[src/rtl/uart_apb_ctrl_pkg.sv]
// Shared definitions for the APB master that drives a CoreUARTapb:
// register map, STATUS bit positions, FSM encodings, CTRL2 packing.
package uart_apb_ctrl_pkg;

  localparam logic [4:0] A_TXDATA = 5'h00;
  localparam logic [4:0] A_RXDATA = 5'h04;
  localparam logic [4:0] A_CTRL1  = 5'h08;
  localparam logic [4:0] A_CTRL2  = 5'h0C;
  localparam logic [4:0] A_STATUS = 5'h10;

  localparam int B_TXRDY  = 0;
  localparam int B_RXRDY  = 1;
  localparam int B_PARITY = 2;
  localparam int B_OVFL   = 3;
  localparam int B_FRAME  = 4;

  typedef enum logic [2:0] {
    S_CFG1,
    S_CFG2,
    S_STAT,
    S_RXRD,
    S_TXWR
  } state_t;

  typedef enum logic [1:0] {
    P_IDLE,
    P_SETUP,
    P_ACCESS
  } phase_t;

  typedef enum logic {
    G_RX = 1'b0,
    G_TX = 1'b1
  } grant_t;

  typedef struct packed {
    logic [4:0] addr;
    logic       write;
    logic [7:0] wdata;
  } req_t;

  function automatic logic [7:0] ctrl2_pack(
    input logic [4:0] baud_hi,
    input logic       bit8,
    input logic       parity,
    input logic       odd
  );
    return {baud_hi, odd, parity, bit8};
  endfunction

endpackage

[src/rtl/uart_apb_ctrl_xfer.sv]
// Single-transaction APB engine; a new request is accepted on the
// completing edge so back-to-back transfers have no idle cycle.
module uart_apb_ctrl_xfer
  import uart_apb_ctrl_pkg::*;
(
  input  logic       clk,
  input  logic       rst_n,
  input  logic       start,
  input  logic [4:0] addr,
  input  logic       write,
  input  logic [7:0] wdata,
  output logic       done,
  output logic [7:0] rdata,
  output logic       slverr,
  output logic [4:0] paddr,
  output logic       psel,
  output logic       penable,
  output logic       pwrite,
  output logic [7:0] pwdata,
  input  logic [7:0] prdata,
  input  logic       pready,
  input  logic       pslverr
);

  phase_t phase;
  logic   take;

  assign done   = (phase == P_ACCESS) && pready;
  assign rdata  = prdata;
  assign slverr = pslverr;
  assign take   = start && ((phase == P_IDLE) || done);

  always_ff @(posedge clk) begin
    if (!rst_n) begin
      phase   <= P_IDLE;
      psel    <= 1'b0;
      penable <= 1'b0;
      paddr   <= '0;
      pwrite  <= 1'b0;
      pwdata  <= '0;
    end else if (take) begin
      phase   <= P_SETUP;
      psel    <= 1'b1;
      penable <= 1'b0;
      paddr   <= addr;
      pwrite  <= write;
      pwdata  <= wdata;
    end else if (phase == P_SETUP) begin
      phase   <= P_ACCESS;
      penable <= 1'b1;
    end else if (done) begin
      phase   <= P_IDLE;
      psel    <= 1'b0;
      penable <= 1'b0;
    end
  end

endmodule

[src/rtl/uart_apb_ctrl.sv]
// APB master turning a CoreUARTapb into RX/TX byte streams.
// Optional err_count output: define UART_APB_CTRL_ERRCNT_EN.
module uart_apb_ctrl
  import uart_apb_ctrl_pkg::*;
#(
  parameter logic [12:0] BAUD_VALUE = 13'd1,
  parameter logic        PRG_BIT8   = 1'b0,
  parameter logic        PRG_PARITY = 1'b0,
  parameter logic        ODD_N_EVEN = 1'b0
) (
  input  logic       PCLK,
  input  logic       PRESETN,
  output logic [4:0] M_PADDR,
  output logic       M_PSEL,
  output logic       M_PENABLE,
  output logic       M_PWRITE,
  output logic [7:0] M_PWDATA,
  input  logic [7:0] M_PRDATA,
  input  logic       M_PREADY,
  input  logic       M_PSLVERR,
  input  logic [7:0] tx_data,
  input  logic       tx_valid,
  output logic       tx_ready,
  output logic [7:0] rx_data,
  output logic       rx_valid,
  input  logic       rx_ready,
  output logic       cfg_done,
  output logic       err_parity,
  output logic       err_overflow,
  output logic       err_framing,
  output logic       err_slverr,
  input  logic       err_clr
`ifdef UART_APB_CTRL_ERRCNT_EN
  ,
  output logic [7:0] err_count
`endif
);

  state_t     state;
  state_t     nxt;
  grant_t     last_grant;
  req_t       req;
  logic       done;
  logic       slverr;
  logic [7:0] rdata;
  logic       stat_done;
  logic       rx_ok;
  logic       tx_ok;
  logic       grant_rx;
  logic       grant_tx;
  logic [2:0] err_set;

  uart_apb_ctrl_xfer u_xfer (
    .clk     (PCLK),
    .rst_n   (PRESETN),
    .start   (1'b1),
    .addr    (req.addr),
    .write   (req.write),
    .wdata   (req.wdata),
    .done    (done),
    .rdata   (rdata),
    .slverr  (slverr),
    .paddr   (M_PADDR),
    .psel    (M_PSEL),
    .penable (M_PENABLE),
    .pwrite  (M_PWRITE),
    .pwdata  (M_PWDATA),
    .prdata  (M_PRDATA),
    .pready  (M_PREADY),
    .pslverr (M_PSLVERR)
  );

  assign stat_done = done && (state == S_STAT);
  assign rx_ok     = rdata[B_RXRDY] && !rx_valid;
  assign tx_ok     = rdata[B_TXRDY] && tx_valid;
  assign err_set   = stat_done ? rdata[B_FRAME:B_PARITY] : 3'b000;

  always_ff @(posedge PCLK) begin
    if (!PRESETN) begin
      state      <= S_CFG1;
      last_grant <= G_TX;
    end else begin
      state <= nxt;
      if (grant_rx) last_grant <= G_RX;
      else if (grant_tx) last_grant <= G_TX;
    end
  end

  // req describes the transfer loaded on this edge: the one after
  // a completion, or the pending one while the engine is idle.
  always_comb begin
    nxt      = state;
    grant_rx = 1'b0;
    grant_tx = 1'b0;
    req      = '0;
    if (stat_done) begin
      grant_rx = rx_ok && (!tx_ok || last_grant == G_TX);
      grant_tx = tx_ok && !grant_rx;
    end
    if (done) begin
      unique case (state)
        S_CFG1:  nxt = S_CFG2;
        S_CFG2:  nxt = S_STAT;
        S_STAT:  nxt = grant_rx ? S_RXRD :
                       grant_tx ? S_TXWR : S_STAT;
        default: nxt = S_STAT;
      endcase
    end
    unique case (1'b1)
      nxt == S_CFG1:
        req = '{A_CTRL1, 1'b1, BAUD_VALUE[7:0]};
      nxt == S_CFG2:
        req = '{A_CTRL2, 1'b1,
                ctrl2_pack(BAUD_VALUE[12:8], PRG_BIT8,
                           PRG_PARITY, ODD_N_EVEN)};
      nxt == S_RXRD:
        req = '{A_RXDATA, 1'b0, 8'h00};
      nxt == S_TXWR:
        req = '{A_TXDATA, 1'b1, tx_data};
      default:
        req = '{A_STATUS, 1'b0, 8'h00};
    endcase
  end

  assign tx_ready = grant_tx;

  always_ff @(posedge PCLK) begin
    if (!PRESETN) begin
      rx_data  <= '0;
      rx_valid <= 1'b0;
      cfg_done <= 1'b0;
    end else begin
      if (done && state == S_RXRD && !slverr) begin
        rx_data  <= rdata;
        rx_valid <= 1'b1;
      end else if (rx_valid && rx_ready) begin
        rx_valid <= 1'b0;
      end
      if (done && state == S_CFG2) cfg_done <= 1'b1;
    end
  end

  // A new error in the clearing cycle survives the clear.
  always_ff @(posedge PCLK) begin
    if (!PRESETN) begin
      err_parity   <= 1'b0;
      err_overflow <= 1'b0;
      err_framing  <= 1'b0;
      err_slverr   <= 1'b0;
    end else begin
      err_parity   <= err_set[0] | (err_parity & !err_clr);
      err_overflow <= err_set[1] | (err_overflow & !err_clr);
      err_framing  <= err_set[2] | (err_framing & !err_clr);
      err_slverr   <= (done & slverr) | (err_slverr & !err_clr);
    end
  end

`ifdef UART_APB_CTRL_ERRCNT_EN
  always_ff @(posedge PCLK) begin
    if (!PRESETN) begin
      err_count <= '0;
    end else if (|err_set) begin
      if (err_clr) err_count <= 8'd1;
      else if (err_count != 8'hFF) err_count <= err_count + 8'd1;
    end else if (err_clr) begin
      err_count <= '0;
    end
  end
`endif

endmodule

[config.mk]
export PLATFORM = sky130hd
export DESIGN_NAME = uart_apb_ctrl
export DESIGN_NICKNAME = d
export VERILOG_FILES = /design/src/rtl/uart_apb_ctrl_pkg.sv /design/src/rtl/uart_apb_ctrl_xfer.sv /design/src/rtl/uart_apb_ctrl.sv
export SDC_FILE = /design/constraint.sdc
export NUM_CORES = 1
export LEC_CHECK = 0
export BUFFER_PORTS_ARGS = -buffer_cell sky130_fd_sc_hd__clkbuf_2
export CORE_MARGIN = 4
export CORE_UTILIZATION = 50
export DETAILED_ROUTE_END_ITERATION = 16
export GPL_TIMING_DRIVEN = 0
export PLACE_DENSITY_LB_ADDON = 0.3
export SETUP_SLACK_MARGIN = 0.4
export SLEW_MARGIN = 10
export SYNTH_ARGS = -nofsm -noshare
export SYNTH_HDL_FRONTEND = slang
export SYNTH_SLANG_ARGS = --single-unit
[constraint.sdc]
create_clock -name PCLK -period 3.1 [get_ports PCLK]
set_input_delay 0.465 -clock PCLK [delete_from_list [all_inputs] [get_ports PCLK]]
set_output_delay 0.465 -clock PCLK [all_outputs]
set_load 0.01 [all_outputs]
# Word level (Yosys, flattened, before mapping)
# Cells that the tools add are included.
# classes
n_reduce_logical,27
muxes,19
eq_ne,9
bitwise_logic,10
# op_table
op,n
one-hot mux 14 bit (4 select lines),1
2-to-1 mux 3 bit,4
2-to-1 mux 1 bit,11
logical AND 1 bit,10
"== test 3 x 2 -> 1 bit, second input constant",3
nonzero test 2 bit,4
"== test 3 x 1 -> 1 bit, second input constant",2
logical NOT 3 bit,2
one-hot mux 3 bit (2 select lines),1
AND 1 bit,5
logical NOT 1 bit,5
2-to-1 mux 2 bit,2
OR 1 bit,4
"== test 3 bit, second input constant",1
nonzero test 3 bit,1
"== test 2 x 1 -> 1 bit, second input constant",1
"== test 2 bit, second input constant",1
logical NOT 2 bit,1
logical OR 1 bit,2
"inequality test 2 x 1 -> 1 bit, second input constant",1
AND reduction 2 bit,1
OR reduction 2 bit,1
NOT 1 bit,1
# totals
input_bits,23
wordCells,81
regBits,36
out_inout_bits,31

# Longest topological paths before layout
# logic_depth
ltp_word,13
ltp_mapped,6
depth_no_buf,5

# By module
# A second synthesis with hierarchy kept.
# unflattened
hier_cells,192
area_unflattened_um2,1754.2
# by_module_without_submodules
mod,cells_per_inst,area_per_inst_um2,seq_area_each_um2,instances
uart_apb_ctrl,111,987.2,360.3,1
uart_apb_ctrl_xfer,81,767.0,340.3,1

# Least setup slack after synthesis
# No wires, ideal clock.
# synth_timing
path_type,register to output
from,register u_xfer.penable (netlist name)
to,output tx_ready
path_slack_ns,1.401
stages_incl_launch_ff,5
path_buffers,0
arrival_ns,1.234
t_required_ns,2.635
cell_sequence,dfxtp_1 > nand3b_4 > nor4b_4 > nand2_1 > inv_1
# synth_lines
item,line,source
to (decl),uart_apb_ctrl.sv:23,"output logic tx_ready,"

==> summary.md <==
| Metric | Value |
|---|---|
| Warning count from the yosys run | 0 |
| Worst setup margin | 0.847 ns |
| Clock period minus worst slack | 2.25 ns |
| Final Setup Violations | 0 |
| Clk pin slew, worst setup/hold paths | ~0.090 ns |
| Synth-to-Final Area Change | 25.1% |
| CORE AREA | 2570 um^2 |
| Sinks on Clock Net | 33 |
| Placed cell count | 220 |
| DRT iter0 DRCs | 58 |
| WP data required | about 2.6 ns |
| Synth cell types | 38 |
| Final nets | 220 |
| DP HPWL | roughly 2.5 mm |
| Clock skew | 0.00548 ns |
| Flops & latches, synth | 33 |
| Crit start category | flip-flop |
| Global-route wire length before repair | 5.09 mm |
| # DRC | 0 |
| Crit path DAT | 1.79 ns |
| Gr ovfl total | 0 |
| # hold bufs at CTS | 0 |
| FP Rows | 18 |
| Crit-path max FO | 7 |
| Die H | 60.9 um |
| Hold EP | u_xfer.pwdata[5] |
| Largest net degree at the start of global routing | 11 |
| Outcome | completed |
| Routed Wire Length | 3.14 mm |
| Ant diodes | 0 |
| Initial antenna violation count | 0 |
| Synth area leader | dfxtp_1 |
| Peak VDD IR | 0.473 mV |
| Post-Route Setup TNS | 0 ns |
| Worst slack, placed | between 1 and 1.5 ns |
| Max cap viols | 0 |
| Num CTS Buffers | 5 |
| Reg2reg end | u_xfer.pwdata[0] |
| Post_cts resized | 0 |
| Count of final hold-check violations | 0 |
| DR pass1 iterations | 4 |
| RSZ-0062 raised after global routing | no |
| Leak | 0.860 nW |
| GRT Resource Usage Total | 0.186 |
| Avg WL per Cell | 13.8 um |
| Clk Latency, worst-skew pair | 0.32 ns |
| Die area | 3710 um^2 |
| Synth Cell Area | 1400 um^2 |
| Max clock buf depth | 2 |
| RR Startpoint | u_xfer.penable |
| Vias in the first global route | 1180 |
| Largest cells by area after synthesis | dfxtp_1 (47%), nor2b_1 (9.4%), mux2i_1 (6.4%), a22o_1 (4.4%), nand2_1 (2.9%) |
| Worst hold slack | roughly 0.35 ns |
| Root buffer cell | clkbuf_4 |
| Cells after Synth | 138 |
| Total power | roughly 0.76 mW |
| Yosys top cell area share | 0.471 |
| Hold_sp | tx_data[5] |
| Final worst-path cycle share | 0.727 |
| Via count | 1183 |
| Layout cells sized above 1 | 0.376 |
| Vias per Instance | 5.21 |
| H-tree depth | 2 |
| Pwr/cell area | 436 nW/um^2 |
| Critical Path End Type | output pin |
| Hold Crit Class | input pin to flip-flop |
| FF-to-FF setup slack | 1.57 ns |
| Syn Area/Cell | 10.2 um^2 |
| Worst setup path category | flip-flop to output pin |
| Post-synthesis sequential area ratio | 0.471 |
| Die W | 60.9 um |
| CTS tree | yes |
| Pins over their slew limit | 0 |
| Final Non-Filler Cells | 227 |
| Post-CTS Setup Inserts | 0 |
| Worst R2R Path Depth | 5 |
| # port buffers | ~50 |
| Hold path cells | 2 |
| Detail Route Antenna Nets | 0 |
| Initial core utilization | 0.546 |
| Io pins | 54 |
| Fmax | 0.444 GHz |
| Routability congestion estimate | 0.811 |
## placed cells by master, fill, tap and decap left out, types with 4 or more instances in the layout
master	instances
a22o_1	7
dfxtp_1	33
nand2_1	11
clkbuf_2	51
mux2i_1	9
nor2_1	4
clkbuf_4	5
a21oi_1	7
inv_1	4
clkbuf_1	4
nor2b_1	21
## worst max-delay path: stages, from the launching register on
cell and delay (ns):
dfxtp_1 0.49, nand3b_4 0.19, nor4b_4 0.42, nand2_1 0.17, inv_1 0.08, clkbuf_2 0.12
## where the power goes
group / leakage, nW / switching (mW) / internal [mW] / total, mW
combinational: 0.560 / 0.0448 / 0.0380 / 0.0827
sequential: 0.268 / 0.00842 / 0.435 / 0.444
clock: 0.0314 / 0.131 / 0.107 / 0.238
total: 0.860 / 0.184 / 0.580 / 0.765
## how the worst max path moves through the flow
| stage | cells past startpoint | start | end | slack, ns |
|---|---|---|---|---|
| floorplan | 4 | u_xfer.penable | tx_ready | 1.40 |
| global placement | 6 | M_PREADY | tx_ready | 1.11 |
| detailed placement | 6 | M_PREADY | tx_ready | 1.10 |
| CTS | 5 | u_xfer.penable | tx_ready | 0.82 |
| global route | 5 | u_xfer.penable | tx_ready | 0.67 |
| finish | 5 | u_xfer.penable | tx_ready | 0.85 |
## registers in the layout, indices dropped and copies added, names as in the netlist
signal	flops
u_xfer.paddr	3
u_xfer.penable	1
u_xfer.pwdata	8
last_grant	1
rx_data	8
u_xfer.pwrite	1
err_parity	1
err_slverr	1
cfg_done	1
state	3
err_framing	1
u_xfer.phase	1
u_xfer.psel	1
err_overflow	1
rx_valid	1
## kinds of logic (layout without fill, tap and decap cells)
family / count (synthesis) / count (layout) / synth area share
flops: 33 / 33 / 0.471
simple gates: 53 / 53 / 0.248
other cells: 1 / 2 / 0.00268
compound gates: 29 / 29 / 0.168
buf+inv: 13 / 71 / 0.0455
mux: 9 / 9 / 0.0643
## per-layer routing
| layer | wire, um | GRT usage | vias up |
|---|---|---|---|
| li1 | - | - | 594 |
| met1 | 1280 | 0.201 | 555 |
| met2 | 1650 | 0.337 | 29 |
| met3 | 167 | 0.0553 | 5 |
| met4 | 53 | 0.0743 | 0 |
| met5 | 0 | 0 | - |
## cells in the mapped netlist
cell type / number
dfxtp_1: 33
a32oi_2: 1
nand3b_4: 1
mux2i_1: 9
nor2_4: 1
nor4b_1: 1
a21oi_4: 1
a21boi_2: 1
conb_1: 1
nor2_2: 1
buf_4: 3
nand2_1: 11
and2_1: 2
nand3_1: 2
nor3_1: 1
o2111ai_1: 1
a22oi_1: 1
a22o_1: 7
o21a_1: 2
nor2_1: 4
a21oi_1: 7
nand4b_1: 1
nand2b_1: 1
clkbuf_1: 3
o21ai_0: 2
o41ai_2: 1
nand2_2: 1
a31oi_1: 1
and3b_1: 2
nor2b_1: 21
nor4b_4: 1
a211o_1: 1
nor3_4: 1
o21ai_1: 2
inv_1: 4
a31oi_2: 1
buf_2: 3
nor3b_1: 1
## final cells by class
| class | count | area [um^2] |
|---|---|---|
| plain buffers | 9 | 48.8 |
| clock buffers | 7 | 55.1 |
| fillers | 233 | 815 |
| inverters | 4 | 15.0 |
| multi-input cells | 93 | 681 |
| flip-flops and latches | 33 | 661 |
| well taps | 30 | 37.5 |
| repair buffers | 51 | 255 |
## stage by stage
stage	utilization	cell area, um^2
2_1_floorplan	-	1410
3_3_place_gp	0.661	1700
3_5_place_dp	0.661	1700
4_1_cts	0.683	1750
5_1_grt	0.683	1750
6_report	0.683	1750
Note: power is estimated with default switching activity, not from simulation.
